===== src/rtl/counter_sweep_ctrl.sv =====
// Purpose: sweep program controller for an external free-running up/down counter (lo->hi->lo, N times).
// Latency: counter control outputs are combinational; busy/done/cfg_err/sweep_cnt are registered (1 cycle).
// Backpressure: none; start is only accepted in IDLE, and abort preempts any running program.
module counter_sweep_ctrl #(
    parameter int WIDTH = 4,
    parameter int CW    = 4
) (
    input  logic             i_clock,
    input  logic             i_rst_n,
    input  logic             i_start,
    input  logic             i_abort,
    input  logic [WIDTH-1:0] i_cfg_lo,
    input  logic [WIDTH-1:0] i_cfg_hi,
    input  logic [CW-1:0]    i_cfg_sweeps,
    input  logic [WIDTH-1:0] i_cnt_dout,
    output logic             o_cnt_load,
    output logic             o_cnt_mode,
    output logic [WIDTH-1:0] o_cnt_din,
    output logic             o_busy,
    output logic             o_done,
    output logic             o_cfg_err,
    output logic [CW-1:0]    o_sweep_cnt
);

    typedef enum logic [2:0] {
        S_IDLE = 3'd0,
        S_LOAD = 3'd1,
        S_UP   = 3'd2,
        S_DOWN = 3'd3,
        S_DONE = 3'd4
    } state_t;

    state_t           r_state;
    state_t           w_next;

    // Latched program configuration and the value the counter is frozen at while idle.
    logic [WIDTH-1:0] r_lo;
    logic [WIDTH-1:0] r_hi;
    logic [CW-1:0]    r_sweeps;
    logic [WIDTH-1:0] r_park;

    logic [CW-1:0]    r_sweep_cnt;
    logic             r_busy;
    logic             r_done;
    logic             r_cfg_err;

    logic             w_cfg_ok;
    logic             w_at_lo;
    logic             w_at_hi;
    logic             w_running;
    logic             w_abort;
    logic [CW-1:0]    w_sweep_inc;
    logic             w_last;
    logic             w_accept;
    logic             w_reject;
    logic             w_sweep_step;
    logic             w_cnt_load;
    logic             w_cnt_mode;
    logic [WIDTH-1:0] w_cnt_din;

    assign w_cfg_ok    = (i_cfg_lo < i_cfg_hi);
    assign w_at_lo     = (i_cnt_dout == r_lo);
    assign w_at_hi     = (i_cnt_dout == r_hi);
    assign w_running   = (r_state == S_LOAD) || (r_state == S_UP) || (r_state == S_DOWN);
    assign w_abort     = i_abort && w_running;
    // Saturating increment: the completed-sweep count never wraps back to zero.
    assign w_sweep_inc = (r_sweep_cnt == {CW{1'b1}}) ? r_sweep_cnt : (r_sweep_cnt + CW'(1));
    // Latched sweep count is never zero, so the saturated count always reaches it.
    assign w_last      = (w_sweep_inc >= r_sweeps);

    // Next-state and counter-control decode; abort overrides every transition.
    always_comb begin
        w_next       = r_state;
        w_cnt_load   = 1'b1;
        w_cnt_mode   = 1'b0;
        w_cnt_din    = r_park;
        w_accept     = 1'b0;
        w_reject     = 1'b0;
        w_sweep_step = 1'b0;
        case (r_state)
            S_IDLE: begin
                // Holding load high with the park value freezes the counter.
                w_cnt_load = 1'b1;
                w_cnt_din  = r_park;
                if (i_start && !i_abort) begin
                    if (w_cfg_ok) begin
                        w_accept = 1'b1;
                        w_next   = S_LOAD;
                    end else begin
                        w_reject = 1'b1;
                    end
                end
            end
            S_LOAD: begin
                w_cnt_load = 1'b1;
                w_cnt_din  = r_lo;
                w_cnt_mode = 1'b1;
                w_next     = S_UP;
            end
            S_UP: begin
                // Turning the direction at hi avoids repeating the ceiling value.
                w_cnt_load = 1'b0;
                w_cnt_mode = !w_at_hi;
                if (w_at_hi) begin
                    w_next = S_DOWN;
                end
            end
            S_DOWN: begin
                w_cnt_load = 1'b0;
                w_cnt_mode = w_at_lo && !w_last;
                if (w_at_lo) begin
                    w_sweep_step = 1'b1;
                    w_next       = w_last ? S_DONE : S_UP;
                end
            end
            S_DONE: begin
                w_cnt_load = 1'b1;
                w_cnt_din  = r_lo;
                w_next     = S_IDLE;
            end
            default: begin
                w_next = S_IDLE;
            end
        endcase
        if (w_abort) begin
            // Reload the counter with its own value so it stops where it is.
            w_cnt_load   = 1'b1;
            w_cnt_din    = i_cnt_dout;
            w_cnt_mode   = 1'b0;
            w_next       = S_IDLE;
            w_sweep_step = 1'b0;
        end
    end

    assign o_cnt_load = w_cnt_load;
    assign o_cnt_mode = w_cnt_mode;
    assign o_cnt_din  = w_cnt_din;

    // State register.
    always_ff @(posedge i_clock or negedge i_rst_n) begin
        if (!i_rst_n) begin
            r_state <= S_IDLE;
        end else begin
            r_state <= w_next;
        end
    end

    // Configuration latch on an accepted start.
    always_ff @(posedge i_clock or negedge i_rst_n) begin
        if (!i_rst_n) begin
            r_lo     <= '0;
            r_hi     <= '0;
            r_sweeps <= '0;
        end else if (w_accept) begin
            r_lo     <= i_cfg_lo;
            r_hi     <= i_cfg_hi;
            r_sweeps <= (i_cfg_sweeps == '0) ? CW'(1) : i_cfg_sweeps;
        end
    end

    // Park value: where the counter sits while idle (abort point or sweep floor).
    always_ff @(posedge i_clock or negedge i_rst_n) begin
        if (!i_rst_n) begin
            r_park <= '0;
        end else if (w_abort) begin
            r_park <= i_cnt_dout;
        end else if (r_state == S_DONE) begin
            r_park <= r_lo;
        end
    end

    // Completed-sweep counter, cleared when a new program is accepted.
    always_ff @(posedge i_clock or negedge i_rst_n) begin
        if (!i_rst_n) begin
            r_sweep_cnt <= '0;
        end else if (w_accept) begin
            r_sweep_cnt <= '0;
        end else if (w_sweep_step) begin
            r_sweep_cnt <= w_sweep_inc;
        end
    end

    // Registered status flags, decoded from the state being entered.
    always_ff @(posedge i_clock or negedge i_rst_n) begin
        if (!i_rst_n) begin
            r_busy    <= 1'b0;
            r_done    <= 1'b0;
            r_cfg_err <= 1'b0;
        end else begin
            r_busy    <= (w_next == S_LOAD) || (w_next == S_UP) || (w_next == S_DOWN);
            r_done    <= (w_next == S_DONE);
            r_cfg_err <= w_reject;
        end
    end

    assign o_busy      = r_busy;
    assign o_done      = r_done;
    assign o_cfg_err   = r_cfg_err;
    assign o_sweep_cnt = r_sweep_cnt;

endmodule


===== config.mk =====
export PLATFORM = sky130hd
export DESIGN_NAME = counter_sweep_ctrl
export DESIGN_NICKNAME = d
export VERILOG_FILES = /design/src/rtl/counter_sweep_ctrl.sv
export SDC_FILE = /design/constraint.sdc
export NUM_CORES = 1
export LEC_CHECK = 0
export CAP_MARGIN = 20
export CORE_MARGIN = 4
export CORE_UTILIZATION = 47
export DETAILED_ROUTE_END_ITERATION = 16
export PLACE_DENSITY = 0.82
export SYNTH_ARGS = -nofsm -noshare
export SYNTH_HDL_FRONTEND = slang
export SYNTH_SLANG_ARGS = --single-unit
export TNS_END_PERCENT = 100

===== constraint.sdc =====
create_clock -name i_clock -period 6.3 [get_ports i_clock]
set_input_delay 1.26 -clock i_clock [delete_from_list [all_inputs] [get_ports i_clock]]
set_output_delay 1.26 -clock i_clock [all_outputs]
set_load 0.05 [all_outputs]

==> results.md <==
* M1 wire length at 1560 um
* Max Root-Sink Buffers at 2
* Initial DRT Pass Iterations at 4
* Largest net degree at the start of global routing at 20
* Row count at 21
* Power Density at 317 nW/um2
* Max layer used: met4
* Crit share post-route at 0.791
* Synthesized Nets at 187
* Wire length per cell at 15.9 um
* Status: finished clean
* Initial DRC Count at 98
* First-pass GRT wire length at 6530 um
* Initial antenna violation count at 0
* Post-synth EDFFs at 0
* RSZ-0062 raised after global routing: false
* Chip Height at 66.6 um
* Die ar. at 4440 um2
* DRC viols at 0
* Syn_area_per_cell at 10.2 um2
* CTS root buf: clkbuf_4
* Reg2reg path depth at 7
* Post-synthesis register bit count at 26
* Routed wl met2 at about 1800 um
* Worst hold path depth at 1
* Commonest cells after routing, fill and taps aside: clkdlybuf4s50_1, dfrtp_1, mux2_2, nor2_1, nand2_1
* Synth Instances at 159
* Clk sink count at 26
* Ys flop type: dfrtp_1
* Number of global-route vias before repair at 1,456
* IO Count at 33
* Grt total ovfl at 0
* Core area at 3340 um2
* Clock Latency Late Sink at 0.32 ns
* Most common cell after layout, fill and taps aside: clkdlybuf4s50_1
* Final ANT Viol Nets at 0
* Placed cells at 233
* Total track usage at 0.195
* Worst hold slack at 0.531 ns
* IR drop worst, VDD at 0.000195 V
* Vias at 1,340
* Hold buffers post-CTS at 0
* Post-CTS Setup Bufs at 0
* Initial Util at 0.484
* Fin. max-slew vios at 0
* Worst Path Required at between 5 and 6 ns
* Layout cell share with drive strength beyond 1 at 0.162
* Max Cap Viol at 0
* DIE WIDTH at 66.6 um
* Routed WL at between 3000 and 4000 um
* Yosys warnings at 0
* Leak at 0.000851 uW
* H-tree depth at 1
* Worst Setup End Kind: primary output
* Setup violators final at 0
* Worst Clk Skew at just under 0.007 ns
* Slew margin rel. at 0.603
* CTS tree: done
* Register-to-register setup slack at ~3.8 ns
* Mapped cell area at between 1500 and 2000 um2
* Yosys cell types at 38
* Met3 WL at ~220 um
* Worst Hold End: r_sweeps[3]
* Fin. Hold Viols at 0
* Worst-Margin Slew at 0.588 ns
* Antenna diodes at 0
* Crit path time final at 4.98 ns
* Worst Path Max Fanout at 7
* Maximum operating frequency at 201 MHz
* Worst Hold Class: reg2reg
* Vias per cell at around 5.7
* Cell Count, Final, Fillers Out at 237
* CTS buffer count at 3
* Crit Path Category: reg2out
* Port Buffers at 32
* RR Endpoint: o_busy
* Final nets at 220
* Sequential area share after synthesis at 0.402
* Hpwl dp at a little under 3000 um
* Hold path start: r_sweeps[3]
* CP arrival at 3.72 ns
* Fraction of registers with async set/reset at 1.00
* Startpoint types: register
* Clock transition at the registers of the reported paths at 0.14 ns
* TNS Setup at 0 ns
* PostCTS Resize Cnt at 0
* GP Congestion at 0.921
* Layout area overhead at 26.4%
* Total Power at between 600 and 700 uW
* Reg2reg start: o_sweep_cnt[0]
## flip-flops by register name, indices dropped and copies added (netlist names)
name / count
r_state: 3
o_cfg_err: 1
o_sweep_cnt: 4
o_done: 1
r_sweeps: 4
r_park: 4
r_lo: 4
o_busy: 1
r_hi: 4
## cell type report
type,count,area (um2)
fillers,295,1290
multi-input cells,120,901
clock inverters,1,30.0
well taps,46,57.6
inverters,7,26.3
clock buffers,3,22.5
flip-flops and latches,26,651
repair buffers,34,355
## worst max-delay path, cell delays in order (launching register included)
cell and delay, ns:
dfrtp_1 0.48, ha_1 0.27, nand3_1 0.15, mux2_2 0.37, ha_1 0.29, a2111oi_2 0.48, o41ai_1 0.22, nor4_1 0.30
clkdlybuf4s50_1 0.85
## synth_stat cells (3+ instances only)
cell	n	area [um2]
or2_2	3	18.8
a31oi_1	5	31.3
nor2_1	14	52.6
xnor2_1	10	87.6
nand3_1	5	25.0
mux2i_1	5	50.1
dfrtp_1	26	651
mux2_2	14	158
nand2_1	12	45.0
ha_1	8	100
o21a_1	4	30.0
o21ai_0	3	15.0
a21oi_1	11	55.1
nor3_1	5	25.0
inv_1	7	26.3
## report_power, final
part / switching (uW) / total (uW) / internal (uW) / leakage (uW)
logic: 152 / 281 / 129 / 0.000497
clock network: 48.6 / 113 / 64.4 / 0.0000279
registers: 43.8 / 254 / 210 / 0.000326
total: 245 / 648 / 403 / 0.000851
## stage by stage
step,utilization,instance area [um2],worst slack [ns]
2_1_floorplan,-,1620,1.18
3_3_place_gp,0.588,1960,1.53
3_5_place_dp,0.597,1990,1.45
4_1_cts,0.612,2040,1.33
5_1_grt,0.612,2040,0.988
6_report,0.612,2040,1.32
## worst max-delay path by stage
stage | cells past startpoint | start | slack, ns | end
after global routing | 8 | o_sweep_cnt[0] | 0.99 | o_cnt_mode
final | 8 | o_sweep_cnt[0] | 1.32 | o_cnt_mode
after CTS | 8 | o_sweep_cnt[0] | 1.33 | o_cnt_mode
after detailed placement | 6 | i_cnt_dout[3] | 1.45 | o_cnt_mode
after global placement | 6 | i_cnt_dout[0] | 1.53 | o_cnt_mode
after floorplan | 8 | o_sweep_cnt[0] | 1.18 | o_cnt_mode
## cell families (layout without fill, tap and decap cells)
group | count (synthesis) | after routing | synth area share
and+or+nand+nor | 51 | 51 | 0.167
xor gates and xnor gates | 10 | 10 | 0.0542
DFF | 26 | 26 | 0.402
muxes | 21 | 21 | 0.147
adders and majority gates | 8 | 8 | 0.0619
AOI/OAI and AO/OA | 30 | 30 | 0.127
buffers and inverters | 13 | 45 | 0.0402
## per-layer routing
metal,global-route usage,vias to the layer above
li1,-,637
met1,0.212,638
met2,0.342,49
met3,0.0590,16
met4,0.0939,0
met5,0,-
No activity file was read; power rests on OpenSTA's default activity.
